$ cat src/rtl/mc_control_fsm.sv
// mc_control_fsm: multicycle RV32I control FSM; `define MC_MEM_TIMEOUT_EN enables the memory watchdog
module mc_control_fsm #(
    parameter int CNT_W       = 32,
    parameter int MEM_TIMEOUT = 16
) (
    input  logic             clk,
    input  logic             rst,
    input  logic             start,
    input  logic [6:0]       opcode,
    input  logic             branch_taken,
    input  logic             mem_ready,
    output logic [2:0]       state_o,
    output logic             ir_write,
    output logic             pc_write,
    output logic             reg_write,
    output logic             mem_req,
    output logic             mem_we,
    output logic [1:0]       pc_sel,
    output logic             halted,
    output logic             error,
    output logic [1:0]       err_code,
    output logic [CNT_W-1:0] retired_cnt
);
    typedef enum logic [2:0] {
        S_IDLE    = 3'd0,
        S_FETCH   = 3'd1,
        S_DECODE  = 3'd2,
        S_EXECUTE = 3'd3,
        S_MEM     = 3'd4,
        S_WB      = 3'd5,
        S_ERROR   = 3'd6
    } state_t;

    localparam logic [6:0] OP_R     = 7'b0110011;
    localparam logic [6:0] OP_I     = 7'b0010011;
    localparam logic [6:0] OP_LOAD  = 7'b0000011;
    localparam logic [6:0] OP_JALR  = 7'b1100111;
    localparam logic [6:0] OP_ENV   = 7'b1110011;
    localparam logic [6:0] OP_S     = 7'b0100011;
    localparam logic [6:0] OP_B     = 7'b1100011;
    localparam logic [6:0] OP_JAL   = 7'b1101111;
    localparam logic [6:0] OP_LUI   = 7'b0110111;
    localparam logic [6:0] OP_AUIPC = 7'b0010111;

    if (CNT_W < 8) begin : g_cnt_w_chk
        $error("CNT_W must be at least 8");
    end
    if (MEM_TIMEOUT < 1) begin : g_tmo_chk
        $error("MEM_TIMEOUT must be at least 1");
    end

    state_t state, state_n;
    logic   legal, retire, set_halt, tmo_hit;

    assign legal = opcode inside {OP_R, OP_I, OP_LOAD, OP_JALR, OP_ENV,
                                  OP_S, OP_B, OP_JAL, OP_LUI, OP_AUIPC};
    assign state_o = state;
    assign error   = (state == S_ERROR);

`ifdef MC_MEM_TIMEOUT_EN
    localparam int TW = $clog2(MEM_TIMEOUT + 1);
    logic [TW-1:0] tmo_cnt;
    assign tmo_hit = !mem_ready && (tmo_cnt == TW'(MEM_TIMEOUT - 1));
    // watchdog: restarts on every state change, counts idle handshake cycles in FETCH/MEM
    always_ff @(posedge clk) begin
        if (rst || state_n != state || !(state == S_FETCH || state == S_MEM))
            tmo_cnt <= '0;
        else if (!mem_ready)
            tmo_cnt <= tmo_cnt + 1'b1;
    end
`else
    assign tmo_hit = 1'b0;
`endif

    // state, retire counter and status registers
    always_ff @(posedge clk) begin
        if (rst) begin
            state       <= S_IDLE;
            retired_cnt <= '0;
            halted      <= 1'b0;
            err_code    <= 2'd0;
        end else begin
            state <= state_n;
            if (retire)
                retired_cnt <= retired_cnt + 1'b1;
            if (state == S_IDLE && start)
                halted <= 1'b0;
            else if (set_halt)
                halted <= 1'b1;
            if (state != S_ERROR && state_n == S_ERROR)
                err_code <= (state == S_DECODE) ? 2'd1 : 2'd2;
        end
    end

    // next-state and datapath strobes; strobes forced low while rst is asserted
    always_comb begin
        state_n   = state;
        ir_write  = 1'b0;
        pc_write  = 1'b0;
        reg_write = 1'b0;
        mem_req   = 1'b0;
        mem_we    = 1'b0;
        pc_sel    = 2'd0;
        retire    = 1'b0;
        set_halt  = 1'b0;
        case (state)
            S_IDLE: state_n = start ? S_FETCH : S_IDLE;
            S_FETCH: begin
                mem_req  = 1'b1;
                ir_write = mem_ready;
                state_n  = mem_ready ? S_DECODE : (tmo_hit ? S_ERROR : S_FETCH);
            end
            S_DECODE: state_n = legal ? S_EXECUTE : S_ERROR;
            S_EXECUTE: begin
                if (opcode == OP_LOAD || opcode == OP_S) begin
                    state_n = S_MEM;
                end else if (opcode == OP_B) begin
                    pc_write = 1'b1;
                    pc_sel   = {1'b0, branch_taken};
                    retire   = 1'b1;
                    state_n  = S_FETCH;
                end else if (opcode == OP_ENV) begin
                    retire   = 1'b1;
                    set_halt = 1'b1;
                    state_n  = S_IDLE;
                end else begin
                    state_n = S_WB;
                end
            end
            S_MEM: begin
                mem_req = 1'b1;
                mem_we  = (opcode == OP_S);
                if (mem_ready) begin
                    pc_write = mem_we;
                    retire   = mem_we;
                    state_n  = mem_we ? S_FETCH : S_WB;
                end else if (tmo_hit) begin
                    state_n = S_ERROR;
                end
            end
            S_WB: begin
                reg_write = 1'b1;
                pc_write  = 1'b1;
                pc_sel    = (opcode == OP_JAL) ? 2'd1 : (opcode == OP_JALR) ? 2'd2 : 2'd0;
                retire    = 1'b1;
                state_n   = S_FETCH;
            end
            default: state_n = S_ERROR;
        endcase
        if (rst) begin
            ir_write  = 1'b0;
            pc_write  = 1'b0;
            reg_write = 1'b0;
            mem_req   = 1'b0;
            mem_we    = 1'b0;
            pc_sel    = 2'd0;
        end
    end
endmodule

$ cat config.mk
export PLATFORM = sky130hd
export DESIGN_NAME = mc_control_fsm
export DESIGN_NICKNAME = d
export VERILOG_FILES = /design/src/rtl/mc_control_fsm.sv
export SDC_FILE = /design/constraint.sdc
export NUM_CORES = 1
export LEC_CHECK = 0
export ABC_CLOCK_PERIOD_IN_PS = 2210
export CORE_MARGIN = 4
export CORE_UTILIZATION = 35
export CTS_CLUSTER_SIZE = 16
export DETAILED_ROUTE_END_ITERATION = 8
export PLACE_DENSITY_LB_ADDON = 0.3
export SYNTH_ARGS = -nofsm -noshare
export SYNTH_HDL_FRONTEND = slang
export SYNTH_SLANG_ARGS = --single-unit
export TNS_END_PERCENT = 30
$ cat constraint.sdc
create_clock -name clk -period 2.21 [get_ports clk]
set_input_delay 0.3315 -clock clk [delete_from_list [all_inputs] [get_ports clk]]
set_output_delay 0.3315 -clock clk [all_outputs]
set_load 0.05 [all_outputs]
== After elaboration in Yosys (flattened, before gate mapping) ==
Index checks and enable logic that the tools add are counted.
Widths: inputs -> output; s select.

* Register bits after elaboration: 38
* Bits in latches: 0
* RAM bits: 0
* Memory bits (read-only): 0
* Input port bits: 12
* Logic and storage cells: 66
* Memories kept: 0

* Add/subtract/negate cells: 1
* Multipliers: 0
* Div/mod/pow operators: 0
* $lt $le $gt $ge: 0
* Eq/ne operators: 18
* Shift-type cells: 0
* Mux-type cells: 36
* Bitwise operators: 0
* Reduce and logical (&&, ||, !) cells: 7

{| class="wikitable"
|+ Operator list
! cell !! number
|-
| $add 32x1->32 const B || 1
|-
| $eq 7x7->1 const B || 4
|-
| $eq 7x6->1 const B || 3
|-
| $mux 1 || 21
|-
| $mux 3 || 6
|-
| $pmux 3 s6 || 1
|-
| $eq 7x5->1 const B || 2
|-
| $eq 3x3->1 const B || 4
|-
| $mux 2 || 5
|-
| $reduce_bool 10->1 || 1
|-
| $eq 7x2->1 const B || 1
|-
| $eq 3x2->1 const B || 2
|-
| $pmux 1 s3 || 2
|-
| $pmux 2 s2 || 1
|-
| $reduce_or 2->1 || 2
|-
| $eq 3x1->1 const B || 1
|-
| $logic_not 3->1 || 1
|-
| $ne 3x3->1 const B || 1
|-
| $logic_and 1x1->1 || 2
|-
| $logic_or 1x1->1 || 1
|}

== Longest topological paths before layout ==
* Word-level depth: 7
* Mapped depth: 8
* Gate-level depth less buffers: 6

== Worst setup path before layout ==
OpenSTA, ideal clock, no wires.

* Kind: flip-flop to output port
* From: register state[1] (netlist: state_o[1])
* To: output pc_sel[1]
* Data arrival time: 2.289 ns
* Path slack: -0.410 ns
* Cell stages (with the launch flop): 6
* Cells stage by stage: dfxtp_1 clkbuf_1 inv_1 nand2_1 nor3_1 nor3b_1

* Longest elaborated chain between the ends: 3
* Elaborated cells on any way between the ends: 4

{| class="wikitable"
|+ RTL lines
! element !! line !! text
|-
| start: declaration || 52 || <nowiki>state_t state, state_n;</nowiki>
|-
| start signal: assignment || 83 || <nowiki>state <= state_n;</nowiki>
|-
| $eq 3x3->1 or $eq 3x2->1 (tied branches) || 106 || <nowiki>case (state)</nowiki>
|-
| $pmux 2 s2 * || 106 ||
|-
| $mux 2 * || 150 || <nowiki>if (rst) begin</nowiki>
|-
| end: declaration || 18 || <nowiki>output logic [1:0] pc_sel,</nowiki>
|}

Mark *: on every way between the ends. The rest lies on a longest branch, timed or not.

== Final worst setup path ==
* From: register state[1] (netlist: state_o[1])
* To: output pc_sel[0]

The elaborated chain is that of the path after synthesis.

==> out/results.ini <==
[worst_setup_path]
crit_start=state_o[1]
critPathMaxFanout=8
start_kind=register
r2r-start=retired_cnt[8]
required_ns=1.88
r2r_slack_ns=0.22
criticalPathCategory=reg2out
r2r_end=retired_cnt[29]
endpoint_kind=output port
reg2regPathDepth=6
arrival_ns=1.68

[clock_network]
cts_buffers=5
cts_tree=built
clk_path_buf_depth=2
htree_levels=2
worstSkewPairLatency_ns=0.29
holdBufCountCts=0
clkTransAtPathRegs_ns=0.08
clock-sinks=38
root_buffer=clkbuf_8

[placement]
dpl.hpwl_um=4480
port_buffers=57
gp_congestion=0.907
dpl.cell_count=417
dpl_cell_area_sq_um=3030
dp_slack_ns=-0.214

[synth]
synth_cells=264
synth-compound-area-share_pct=21.4
synthMuxAreaShare_pct=1.46
synthTopCellsByArea=dfxtp_1 36%, a21oi_1 7.9%, o31ai_1 6.0%
synthesis.area_sq_um=2140
syn_nets=277
yosysSeqAreaShare_pct=35.5
synth_edf_count=0
synth_top_area_share_pct=35.5
synthXorXnorAreaFrac_pct=1.23
async_flop_share_pct=0
synth-seq-cells=38
synth_cell_types=49
synth_top_family_by_area=simple AND/OR/NAND/NOR gates
synth_largest_area_cell=dfxtp_1
yosys_most_used_dff=dfxtp_1
yosys_warnings=0
synth_area_per_cell_sq_um=8.11
synthAdderAreaFrac_pct=0.584
yosys.area_share.simple_pct=34.1

[grt]
grt-ovfl-total=0
grt_usage_pct=17.1
grt_pass1_vias=2282
grt_pass1_wl_um=10500
grt_max_degree=25
antenna_found_initial=0

[outcome]
status=finished, final reports clean

[timing]
tns_ns=0
drv_slew=0
setup_viol=0
finClkSkew_ns=0.00563
fin_ws_ns=0.194
rsz0062_at_grt=no
slew_headroom_pct=65.1
finalCritPeriodShare_pct=91.2
whs_ns=0.485
tightest_slew_ns=0.522
period_needed_ns=2.02
fmax_mhz=496
hold_viol=0

[finish]
synthToLayoutAreaGrowth_pct=48.5
layout-drive-gt1-share_pct=18.9
stdcell_count=425
nets=362
n_fill_cell=560
fin_util_pct=53.7
antenna_cells=0
stdcell_area_sq_um=3180

[pwr]
p_leak_nw=1.14
p_per_area_nw_per_um2=454
ir_drop_mv=0.228
finalPower_mw=1.45

[floorplan]
die_h_um=86.2
core_sq_um=5920
die-area_sq_um=7440
placement_rows=28
fp.dieW_um=86.2
num_io_pins=58
initial_core_util_pct=36.2

[route]
drt_wl_total_um=6070
antenna_left=0
drt-wirelength-per-cell_um=14.3
first_pass_iters=4
first_iter_violations=87
num_vias=2338
viasPerCell=5.50
route.detailed.drc=0

[hold_path]
min_from=err_code[0]
whs_endpoint=err_code[0]
hp-class=reg2reg
worstHoldPathCells=2

[flow_run]
max_cap_violations=0

## sequential cells by signal, summed over array words and instances (netlist names)
| register | flops |
|---|---|
| err_code | 2 |
| retired_cnt | 32 |
| state_o | 3 |
| halted | 1 |
## cells in the final DEF (no fill, tap or decap), types with 2 or more instances in the layout
cell type,n
xor2_1,2
a311oi_1,2
a21oi_1,34
inv_1,9
nand4_1,4
clkbuf_8,6
nor2_1,16
nor4_1,3
nand2_1,24
dfxtp_1,37
o31ai_1,17
a31oi_1,2
nor2b_1,3
clkdlybuf4s50_1,42
o21ai_0,13
buf_6,2
nand3_1,14
or3_1,10
and3_1,2
buf_4,36
nor3_1,4
or4_1,17
buf_12,5
mux2i_1,2
and4_1,5
dlymetal6s2s_1,7
## logic make-up after synthesis
family	Yosys count
AND/OR/NAND/NOR	120
adder cells (fa/ha/maj)	1
multiplexers	3
buffers and inverters	23
flip-flops	38
AO/OA/AOI/OAI	76
XOR/XNOR	3
## timing repair
item / in CTS / in global routing
endpoints found under the setup margin: 3 / 12
gates resized for setup: 4 / 14
pin swaps: 0 / 5
setup buffers: 0 / 0
## cell usage after synthesis (2+ instances only)
| library cell | count |
|---|---|
| dfxtp_1 | 38 |
| nor4_1 | 4 |
| nor2_1 | 17 |
| buf_6 | 3 |
| nor3_1 | 5 |
| nand4_1 | 4 |
| or3_1 | 10 |
| nand3_1 | 14 |
| nor3b_1 | 2 |
| and3_1 | 2 |
| a21oi_1 | 34 |
| o31ai_1 | 17 |
| o21ai_0 | 13 |
| clkbuf_1 | 5 |
| mux2i_1 | 2 |
| nor2b_1 | 4 |
| a311oi_1 | 2 |
| buf_2 | 3 |
| xor2_1 | 2 |
| a31oi_1 | 2 |
| or4_1 | 17 |
| inv_1 | 9 |
| nand2_1 | 25 |
| and4_1 | 5 |
## critical path: stages (launching register included)
cell     delay (ns)
dfxtp_2        0.38
buf_4          0.17
inv_1          0.08
nand2_1        0.13
nor3_2         0.19
a32oi_1        0.13
nor2_1         0.14
buf_6          0.18
## layout make-up
cell class | count | area, sq um | area share [%]
tap | 75 | 93.8 | 2.95
timing repair buffer | 92 | 901 | 28.3
inverter | 9 | 33.8 | 1.06
multi-input combinational | 203 | 1300 | 40.9
clock buffer | 7 | 86.3 | 2.71
clock inverter | 1 | 5.00 | 0.157
sequential | 38 | 762 | 23.9
## layer usage
metal  GRT usage, %  wire length (um)  up-vias
met4           5.38                53        0
li1               -                 -     1177
met5              0                 0        -
met2           28.7              2960       57
met1           21.9              2740     1100
met3           3.71               311        4
## worst max path at each step
stage,endpoint,slack (ns),cells after the start
floorplan,mem_req,-0.28,3
global placement,retired_cnt[9],-0.17,7
detailed placement,retired_cnt[21],-0.21,7
CTS,pc_sel[0],0.007,7
global route,retired_cnt[18],0.04,8
finish,pc_sel[0],0.19,7
## report_power, final
| part | switching (mW) | leakage, nW | internal [mW] |
|---|---|---|---|
| registers | 0.00822 | 0.307 | 0.693 |
| logic | 0.145 | 0.781 | 0.0983 |
| clock network | 0.249 | 0.0482 | 0.252 |
| total | 0.403 | 1.14 | 1.04 |
(Power assumes the default switching activity.)
